==> src/rtl/cnt_seq_pkg.sv <==
// cnt_seq_pkg -- shared op/state encodings and default slice width for cnt_seq.
// Rev 1.0
`default_nettype none

package cnt_seq_pkg;

   localparam int DEF_CHUNK = 16;

   typedef enum logic [1:0] {
      OP_CLZ  = 2'b00,
      OP_CTZ  = 2'b01,
      OP_CPOP = 2'b10,
      OP_RSVD = 2'b11
   } op_e;

   typedef enum logic [1:0] {
      ST_IDLE = 2'b00,
      ST_RUN  = 2'b01,
      ST_DONE = 2'b10
   } state_e;

endpackage

`default_nettype wire

==> src/rtl/cntchunk.sv <==
// cntchunk -- combinational leading-zero count, popcount and nonzero flag of one slice.
// Rev 1.0
`default_nettype none

module cntchunk
   import cnt_seq_pkg::*;
#(
   parameter int CHUNK = DEF_CHUNK,
   parameter int CW    = $clog2(CHUNK) + 1
) (
   input  logic [CHUNK-1:0] slice,
   output logic [CW-1:0]    lzc,
   output logic [CW-1:0]    pop,
   output logic             nz
);

   // Ascending scan: the highest set bit is the last one to write lzc.
   always_comb begin
      pop = '0;
      lzc = CW'(CHUNK);
      for (int i = 0; i < CHUNK; i++) begin
         pop = pop + CW'(slice[i]);
         if (slice[i]) lzc = CW'(CHUNK - 1 - i);
      end
   end

   assign nz = |slice;

endmodule

`default_nettype wire

==> src/rtl/cnt_seq.sv <==
// cnt_seq -- multi-cycle clz/ctz/cpop unit, one CHUNK slice per cycle, MSB slice first.
// Rev 1.0; CNTSEQ_EARLYOUT_EN lets clz/ctz finish right after the first nonzero slice.
`default_nettype none

module cnt_seq
   import cnt_seq_pkg::*;
#(
   parameter int XLEN  = 64,
   parameter int CHUNK = DEF_CHUNK
) (
   input  logic            clk,
   input  logic            reset_n,
   input  logic            ReqValid,
   output logic            ReqReady,
   input  logic [XLEN-1:0] A,
   input  logic [1:0]      Op,
   input  logic            W64,
   input  logic            Flush,
   output logic            RespValid,
   input  logic            RespReady,
   output logic [XLEN-1:0] CntResult,
   output logic            Busy
);

   localparam int NCHUNK = XLEN / CHUNK;
   localparam int IDXW   = (NCHUNK > 1) ? $clog2(NCHUNK) : 1;
   localparam int ACCW   = $clog2(XLEN) + 1;
   localparam int CW     = $clog2(CHUNK) + 1;

   state_e            state;
   op_e               op_q;
   logic [XLEN-1:0]   opnd;
   logic [ACCW-1:0]   acc;
   logic [IDXW-1:0]   idx;
   logic              found;
   logic              ready_q;
   logic              resp_q;

   logic [XLEN-1:0]   rev_a;
   logic [XLEN-1:0]   eff;
   logic [CW-1:0]     lzc;
   logic [CW-1:0]     pop;
   logic              nz;
   logic              last;
   logic              finish;

   always_comb begin
      rev_a = '0;
      for (int i = 0; i < XLEN; i++) rev_a[i] = A[XLEN-1-i];
   end

   // Word ops pad the low half with ones so clz/ctz stop at 32 on an all-zero word.
   generate
      if (XLEN > 32) begin : g_w64
         logic [31:0] rev_lo;
         always_comb begin
            rev_lo = '0;
            for (int i = 0; i < 32; i++) rev_lo[i] = A[31-i];
         end
         always_comb begin
            case (op_e'(Op))
               OP_CLZ:  eff = W64 ? {A[31:0], {(XLEN-32){1'b1}}} : A;
               OP_CTZ:  eff = W64 ? {rev_lo, {(XLEN-32){1'b1}}} : rev_a;
               OP_CPOP: eff = W64 ? {{(XLEN-32){1'b0}}, A[31:0]} : A;
               default: eff = A;
            endcase
         end
      end else begin : g_w32
         logic unused_w64;
         assign unused_w64 = W64;
         always_comb begin
            case (op_e'(Op))
               OP_CTZ:  eff = rev_a;
               default: eff = A;
            endcase
         end
      end
   endgenerate

   cntchunk #(.CHUNK(CHUNK), .CW(CW)) u_chunk (
      .slice (opnd[XLEN-1 -: CHUNK]),
      .lzc   (lzc),
      .pop   (pop),
      .nz    (nz)
   );

   assign last = (idx == IDXW'(NCHUNK - 1));

`ifdef CNTSEQ_EARLYOUT_EN
   assign finish = last || (op_q == OP_RSVD) ||
                   ((op_q != OP_CPOP) && !found && nz);
`else
   assign finish = last || (op_q == OP_RSVD);
`endif

   always_ff @(posedge clk or negedge reset_n) begin
      if (!reset_n) begin
         state   <= ST_IDLE;
         op_q    <= OP_CLZ;
         opnd    <= '0;
         acc     <= '0;
         idx     <= '0;
         found   <= 1'b0;
         ready_q <= 1'b0;
         resp_q  <= 1'b0;
      end else if (Flush) begin
         state   <= ST_IDLE;
         ready_q <= 1'b1;
         resp_q  <= 1'b0;
      end else begin
         case (state)
            ST_IDLE: begin
               ready_q <= 1'b1;
               if (ReqValid && ready_q) begin
                  state   <= ST_RUN;
                  op_q    <= op_e'(Op);
                  opnd    <= eff;
                  acc     <= '0;
                  idx     <= '0;
                  found   <= 1'b0;
                  ready_q <= 1'b0;
               end
            end
            ST_RUN: begin
               case (op_q)
                  OP_CPOP: acc <= acc + ACCW'(pop);
                  OP_RSVD: acc <= '0;
                  default: begin
                     if (!found) begin
                        acc   <= acc + ACCW'(lzc);
                        found <= nz;
                     end
                  end
               endcase
               if (finish) begin
                  state  <= ST_DONE;
                  resp_q <= 1'b1;
               end else begin
                  idx  <= idx + 1'b1;
                  opnd <= opnd << CHUNK;
               end
            end
            ST_DONE: begin
               if (RespReady) begin
                  state   <= ST_IDLE;
                  resp_q  <= 1'b0;
                  ready_q <= 1'b1;
               end
            end
            default: begin
               state   <= ST_IDLE;
               ready_q <= 1'b0;
               resp_q  <= 1'b0;
            end
         endcase
      end
   end

   assign ReqReady  = ready_q;
   assign RespValid = resp_q;
   assign Busy      = (state != ST_IDLE);
   assign CntResult = {{(XLEN-ACCW){1'b0}}, acc};

endmodule

`default_nettype wire
==> config.mk <==
export PLATFORM = sky130hd
export DESIGN_NAME = cnt_seq
export DESIGN_NICKNAME = d
export VERILOG_FILES = /design/src/rtl/cnt_seq_pkg.sv /design/src/rtl/cntchunk.sv /design/src/rtl/cnt_seq.sv
export SDC_FILE = /design/constraint.sdc
export NUM_CORES = 1
export LEC_CHECK = 0
export BUFFER_PORTS_ARGS = -buffer_cell sky130_fd_sc_hd__buf_2
export CAP_MARGIN = 20
export CORE_ASPECT_RATIO = 1.75
export CORE_UTILIZATION = 30
export CTS_CLUSTER_DIAMETER = 30
export DETAILED_ROUTE_END_ITERATION = 10
export PLACE_DENSITY = 0.59
export SLEW_MARGIN = 25
export SYNTH_ARGS = -nofsm -noshare
export SYNTH_HDL_FRONTEND = slang
export SYNTH_SLANG_ARGS = --single-unit
export TNS_END_PERCENT = 1
==> constraint.sdc <==
create_clock -name clk -period 9.6 [get_ports clk]
set_clock_uncertainty 0.05 [all_clocks]
set_input_delay 0.48 -clock clk [delete_from_list [all_inputs] [get_ports clk]]
set_output_delay 0.48 -clock clk [all_outputs]
set_load 0.005 [all_outputs]
==> results.py, run 1 <==
metrics = {
    "run_status": {
        "status": "finished clean",
    },
    "route": {
        "ant_nets": 0,
        "via_count": 5097,
        "wl_per_cell_um": 15.4,
        "met3_length_um": 511,
        "top_layer": "met4",
        "drc_errors": 0,
        "viasPerCell": 5.08,
        "dr.first_iter.drc_count": 244,
        "route.met2.wl_um": 8190,
        "dr.pass1.iters": 5,
        "routed_wl_um": 15400,
        "m1WireLength_um": 6110,
    },
    "placement": {
        "preCtsSetupSlack_ps": 4160,
        "place_area_um2": 6180,
        "gp_congestion": 0.839,
        "dpl.hpwl_um": 11100,
        "dpl.cell_count": 986,
        "io_buffers": 81,
    },
    "pwr": {
        "p_leak_nw": 3.11,
        "ir_worst_vdd_uv": 171,
        "power.density_nw_per_um2": 294,
        "p_total_mw": 1.91,
    },
    "clock_network": {
        "path_clk_slew_ps": 60,
        "clock_sinks": 80,
        "cts_htree_levels": 3,
        "insertion_delay_ps": 340,
        "cts_tree": "built",
        "cts_buffer_depth": 2,
        "cts_made_buffers": 9,
        "root_buffer": "clkbuf_16",
    },
    "worst_setup_path": {
        "r2r_setup_slack_ps": 4170,
        "ff2ff_path_depth": 17,
        "rr_startpoint": "opnd[48]",
        "path_class": "register to register",
        "crit_path_start": "opnd[48]",
        "critPathLaunchType": "register",
        "cp.arrival_ps": 5600,
        "cp.required_ps": 9770,
        "critPathCaptureType": "register",
        "cp_max_fo": 4,
    },
    "logic_synthesis": {
        "synth_top_area_share_pct": 34.3,
        "synth_edf_count": 0,
        "synthTopCellsByArea": "dfrtp_1 34%, nand2_1 8.2%, buf_4 7.3%, o31ai_1 4.2%, a211oi_1 4.1%",
        "synth.largest_area_cell": "dfrtp_1",
        "synthMuxAreaShare_pct": 3.28,
        "synth_top_family_by_area": "compound AO/OA/AOI/OAI gates",
        "synth-seq-area-share_pct": 34.3,
        "syn_inst": 709,
        "synth-simple-area-share_pct": 18.8,
        "synth_adder_area_share_pct": 6.78,
        "synth_xor_area_share_pct": 0.601,
        "ys_types": 49,
        "synth_common_cells": "127 x nand2_1, 80 x dfrtp_1, 57 x buf_4, 44 x a21oi_1, 43 x nor2_1",
        "synthFlopType": "dfrtp_1",
        "synth_area_um2": 5830,
        "yosysMostFrequentCell": "nand2_1",
        "synth_compound_area_share_pct": 23.0,
        "syn_avg_cell_area_um2": 8.22,
        "async_flop_share_pct": 100,
        "ys_ff_latch": 80,
        "ys_warn_count": 0,
    },
    "floorplan": {
        "dieArea_um2": 20000,
        "core_area_um2": 19100,
        "fp.dieW_um": 107,
        "initial_utilization_pct": 30.5,
        "top_level_ports": 139,
        "die_y_um": 186,
        "num_rows": 67,
    },
    "global_routing": {
        "overflow": 0,
        "antenna_found_initial": 0,
        "first_global_vias": 5065,
        "grt_usage_pct": 16.3,
        "grt_max_degree": 118,
        "grt_pass1_wl_um": 25700,
    },
    "final_layout": {
        "syn_to_final_growth_pct": 11.5,
        "instances_no_fill": 1003,
        "fin_area_um2": 6500,
        "finish.utilization_pct": 34.0,
        "diodes": 0,
        "nNetsFinal": 854,
        "drive_gt1_share_pct": 17.2,
    },
    "timing": {
        "max_freq_mhz": 184,
        "finalSetupTns_ps": 0,
        "worst_pin_slew_ps": 896,
        "whs_ps": 366,
        "finalMaxSlewViolations": 0,
        "max_slew_margin_pct": 40.3,
        "hold_viol": 0,
        "rsz0062_at_grt": "false",
        "finalSetupViolCount": 0,
        "worst_slack_ps": 4170,
        "final.min_clock_period_ps": 5430,
        "period_share_pct": 56.5,
    },
    "min_path": {
        "hold_path.class": "input port to register",
        "min_from": "Flush",
        "hold_path_depth": 2,
    },
    "job": {
        "maxCapViolations": 0,
    },
}
[worst max-delay path, cell delays in order (launching register included)]
cell and delay, ps:
dfrtp_1 390, inv_1 60, ha_1 280, inv_1 70
fa_1 430, fa_1 490, fa_1 530, fa_1 420
fa_1 420, fa_1 450, nor2_1 120, a21oi_1 60
a31oi_1 280, ha_1 300, a21o_1 170, a2111oi_0 540
or4_1 200, nand3_1 70
[area by class of cell]
cell class | instances | area (um^2)
Inverter | 29 | 109
Clock inverter | 7 | 77.6
Tap cell | 241 | 302
Timing Repair Buffer | 92 | 497
Multi-Input combinational cell | 545 | 3290
Fill cell | 2052 | 12600
Sequential cell | 80 | 2000
Clock buffer | 9 | 225
[worst paths after layout]
path | end
max | acc[5]
min | RespValid
max reg2reg | acc[5]
min reg2reg | found
max in group asynchronous | opnd[40]
min in group asynchronous | RespValid
[state kept, by name, indices dropped and copies added, names as in the netlist]
signal,count
acc,7
op_q,2
idx,2
state,2
RespValid,1
ReqReady,1
found,1
opnd,64
[kinds of logic (layout without fill, tap and decap cells)]
group | count (synthesis) | count (layout)
fa+ha+maj | 25 | 25
compound gates | 204 | 204
buf+inv | 140 | 137
flops | 80 | 80
mux | 17 | 17
xor+xnor | 4 | 4
other cells | 1 | 57
simple gates | 238 | 238
[per-layer routing]
| layer | vias to the layer above | GRT usage, % |
|---|---|---|
| met5 | - | 0 |
| met4 | 0 | 7.80 |
| met3 | 39 | 2.27 |
| met2 | 157 | 29.2 |
| met1 | 2431 | 18.7 |
| li1 | 2470 | - |
[cells in the final DEF, fill, tap and decap left out, types with 23 or more instances in the layout]
| master | netlist | routed |
|---|---|---|
| nand3b_1 | 32 | 32 |
| o21ai_0 | 23 | 23 |
| nand2_1 | 127 | 127 |
| nor2_1 | 43 | 43 |
| buf_2 | 11 | 80 |
| a21oi_1 | 44 | 43 |
| a211oi_1 | 32 | 32 |
| inv_1 | 28 | 28 |
| o31ai_1 | 33 | 33 |
| dfrtp_1 | 80 | 80 |
| conb_1 | 1 | 57 |
[timing repair]
action | in CTS | in global routing
resized for setup | 0 | 0
buffers inserted | 0 | 0
endpoints found under the hold margin | 2 | 0
hold buffers | 1 | 0
[power by group]
part,leakage (nW),switching [mW],total (mW),internal [mW]
Combinational,1.96,0.558,1.01,0.456
Sequential,1.01,0.0930,0.547,0.454
Clock,0.147,0.146,0.350,0.204
(Power assumes the default switching activity.)
==> run 2, diff against run 1 <==
- PLACE_DENSITY: 0.59 -> 0.61
- clock period: 9.6 -> 4.87 ns (I/O delays scaled with it)
==> run 2 against run 1 <==
The flow now finishes with violations (setup timing). Worst setup slack got worse by 4300 ps. Register-to-register slack got worse by 4300 ps. Power increased by 110%. Final cell count increased by 0.90%. Clock-buffer cell count increased by 3. Global-route usage unchanged. Wire length increased by 3.0%. Combinational power increased by 120%. Critical path type unchanged. Critical endpoint unchanged. Largest power group unchanged. Highest routed layer unchanged.
==> results.py, run 2 (synthesis results as in run 1) <==
metrics = {
    "worst_setup_path": {
        "crit_path_start": "opnd[49]",
        "cp_top_family": "adder cells",
        "path_class": "register to register",
        "cp.arrival_ps": 5240,
        "cp_max_fo": 4,
        "path_common_cell": "fa_1",
        "critPathCaptureType": "register",
        "cpPeakStageDelay_ps": 540,
        "cp_num_buf_inv": 2,
        "cpMaxStageDelayCell": "fa_1",
        "cp.required_ps": 5090,
        "critPathLaunchType": "register",
        "crit_chain": "inv_2 > ha_1 > inv_1 > fa_1 > fa_1 > fa_1 > fa_1 > fa_2 > fa_1 > xor2_1 > o22ai_1 > ha_2 > and3_1 > a2111oi_4 > or4_1 > nand3_1",
        "rr_startpoint": "opnd[49]",
    },
    "min_path": {
        "min_from": "Flush",
        "hold_path.class": "input port to register",
    },
    "timing": {
        "worst_pin_slew_ps": 955,
        "max_slew_margin_pct": 36.3,
        "worst_slack_ps": -146,
        "rsz0062_at_grt": "true",
        "finalSetupViolCount": 3,
        "final.min_clock_period_ps": 5020,
        "finalSetupTns_ps": -255,
        "hold_viol": 0,
        "period_share_pct": 103,
        "max_freq_mhz": 199,
        "finalMaxSlewViolations": 0,
    },
    "run_status": {
        "status": "finished, violations left",
        "violations": "setup timing",
    },
    "final_layout": {
        "finish.utilization_pct": 34.6,
        "fillCellCount": 1999,
        "regMostFlops": "opnd",
        "largest_reg_flops": 64,
        "instances_no_fill": 1012,
        "final_cell_mix": "127 x nand2_1, 80 x dfrtp_1, 80 x buf_2",
        "multi_input_area_um2": 3330,
        "diodes": 0,
        "nNetsFinal": 863,
        "largestRegisters": "opnd: 64 flops, acc: 7 flops",
        "ff_latch_area_um2": 2000,
        "final_common_cell": "nand2_1",
        "syn_to_final_growth_pct": 13.5,
        "drive_gt1_share_pct": 19.1,
    },
    "pwr": {
        "ir_worst_vdd_uv": 430,
        "power.density_nw_per_um2": 607,
        "p_leak_nw": 3.16,
    },
    "global_routing": {
        "overflow": 0,
        "first_global_vias": 5020,
        "grt_max_degree": 68,
        "grt_pass1_wl_um": 25700,
        "antenna_found_initial": 0,
        "grt_usage_pct": 16.3,
    },
    "route": {
        "drc_errors": 0,
        "viasPerCell": 5.09,
        "routed_wl_um": 15900,
        "dr.first_iter.drc_count": 234,
        "dr.pass1.iters": 5,
        "via_count": 5154,
        "wl_per_cell_um": 15.7,
        "ant_nets": 0,
    },
    "clock_network": {
        "cts_made_buffers": 9,
        "cts_htree_levels": 3,
        "clock_sinks": 80,
        "insertion_delay_ps": 340,
        "root_buffer": "clkbuf_16",
        "cts_tree": "built",
        "cts_buffer_depth": 2,
        "postCtsSetupBuffers": 0,
        "path_clk_slew_ps": 60,
    },
    "placement": {
        "dpl.hpwl_um": 11400,
        "gp_congestion": 0.845,
        "io_buffers": 81,
        "dpl.cell_count": 995,
    },
    "floorplan": {
        "top_level_ports": 139,
        "die_y_um": 186,
        "initial_utilization_pct": 30.5,
        "core_area_um2": 19100,
        "num_rows": 67,
        "dieArea_um2": 20000,
        "fp.dieW_um": 107,
    },
    "job": {
        "maxCapViolations": 0,
    },
}
## run 2: report_power, final
| part | leakage, nW | internal (mW) | total [mW] | switching [mW] |
|---|---|---|---|---|
| Combinational | 2.01 | 1.05 | 2.24 | 1.19 |
| Clock | 0.149 | 0.427 | 0.710 | 0.284 |
| Sequential | 1.01 | 0.894 | 1.07 | 0.176 |
| Total | 3.16 | 2.37 | 4.02 | 1.65 |
## run 2: timing repair
item / 4_1_cts / 5_1_grt
endpoints found under the hold margin: 13 / 0
pin swaps: 3 / 1
setup endpoints to repair: 4 / 5
hold buffers: 1 / 0
resized for setup: 2 / 5
## run 2: area by class of cell
cell class	count	share of cell area, %
Timing Repair Buffer	101	8.53
Sequential cell	80	30.2
Clock buffer	12	3.88
Inverter	29	1.64
Multi-Input combinational cell	545	50.4
Tap cell	241	4.56
Clock inverter	4	0.775
## run 2: worst paths after layout
check	end	slack (ps)	depth (start not counted)
max	acc[5]	-150	16
min	RespValid	130	2
max reg2reg	acc[5]	-150	16
min reg2reg	found	420	2
max in group asynchronous	opnd[40]	3400	3
min in group asynchronous	opnd[15]	250	2
## run 2: routing by layer
metal / vias up / track usage, % / wire length (um) / part of all wire [%]
met5: - / 0 / 0 / 0
met4: 0 / 8.54 / 593 / 3.7
met3: 37 / 2.27 / 646 / 4.1
met2: 170 / 28.6 / 8260 / 52
met1: 2467 / 18.9 / 6380 / 40
li1: 2480 / - / - / -
## run 2: per-stage QoR
stage	hold slack, ps	total power [mW]	instance area [um^2]	worst slack, ps
floorplan	-102	2.68	6050	-25.5
global placement	59.6	3.16	6250	-131
detailed placement	57.9	3.29	6260	-213
CTS	125	4.03	6590	-159
global route	140	4.41	6620	-311
finish	127	4.02	6620	-146
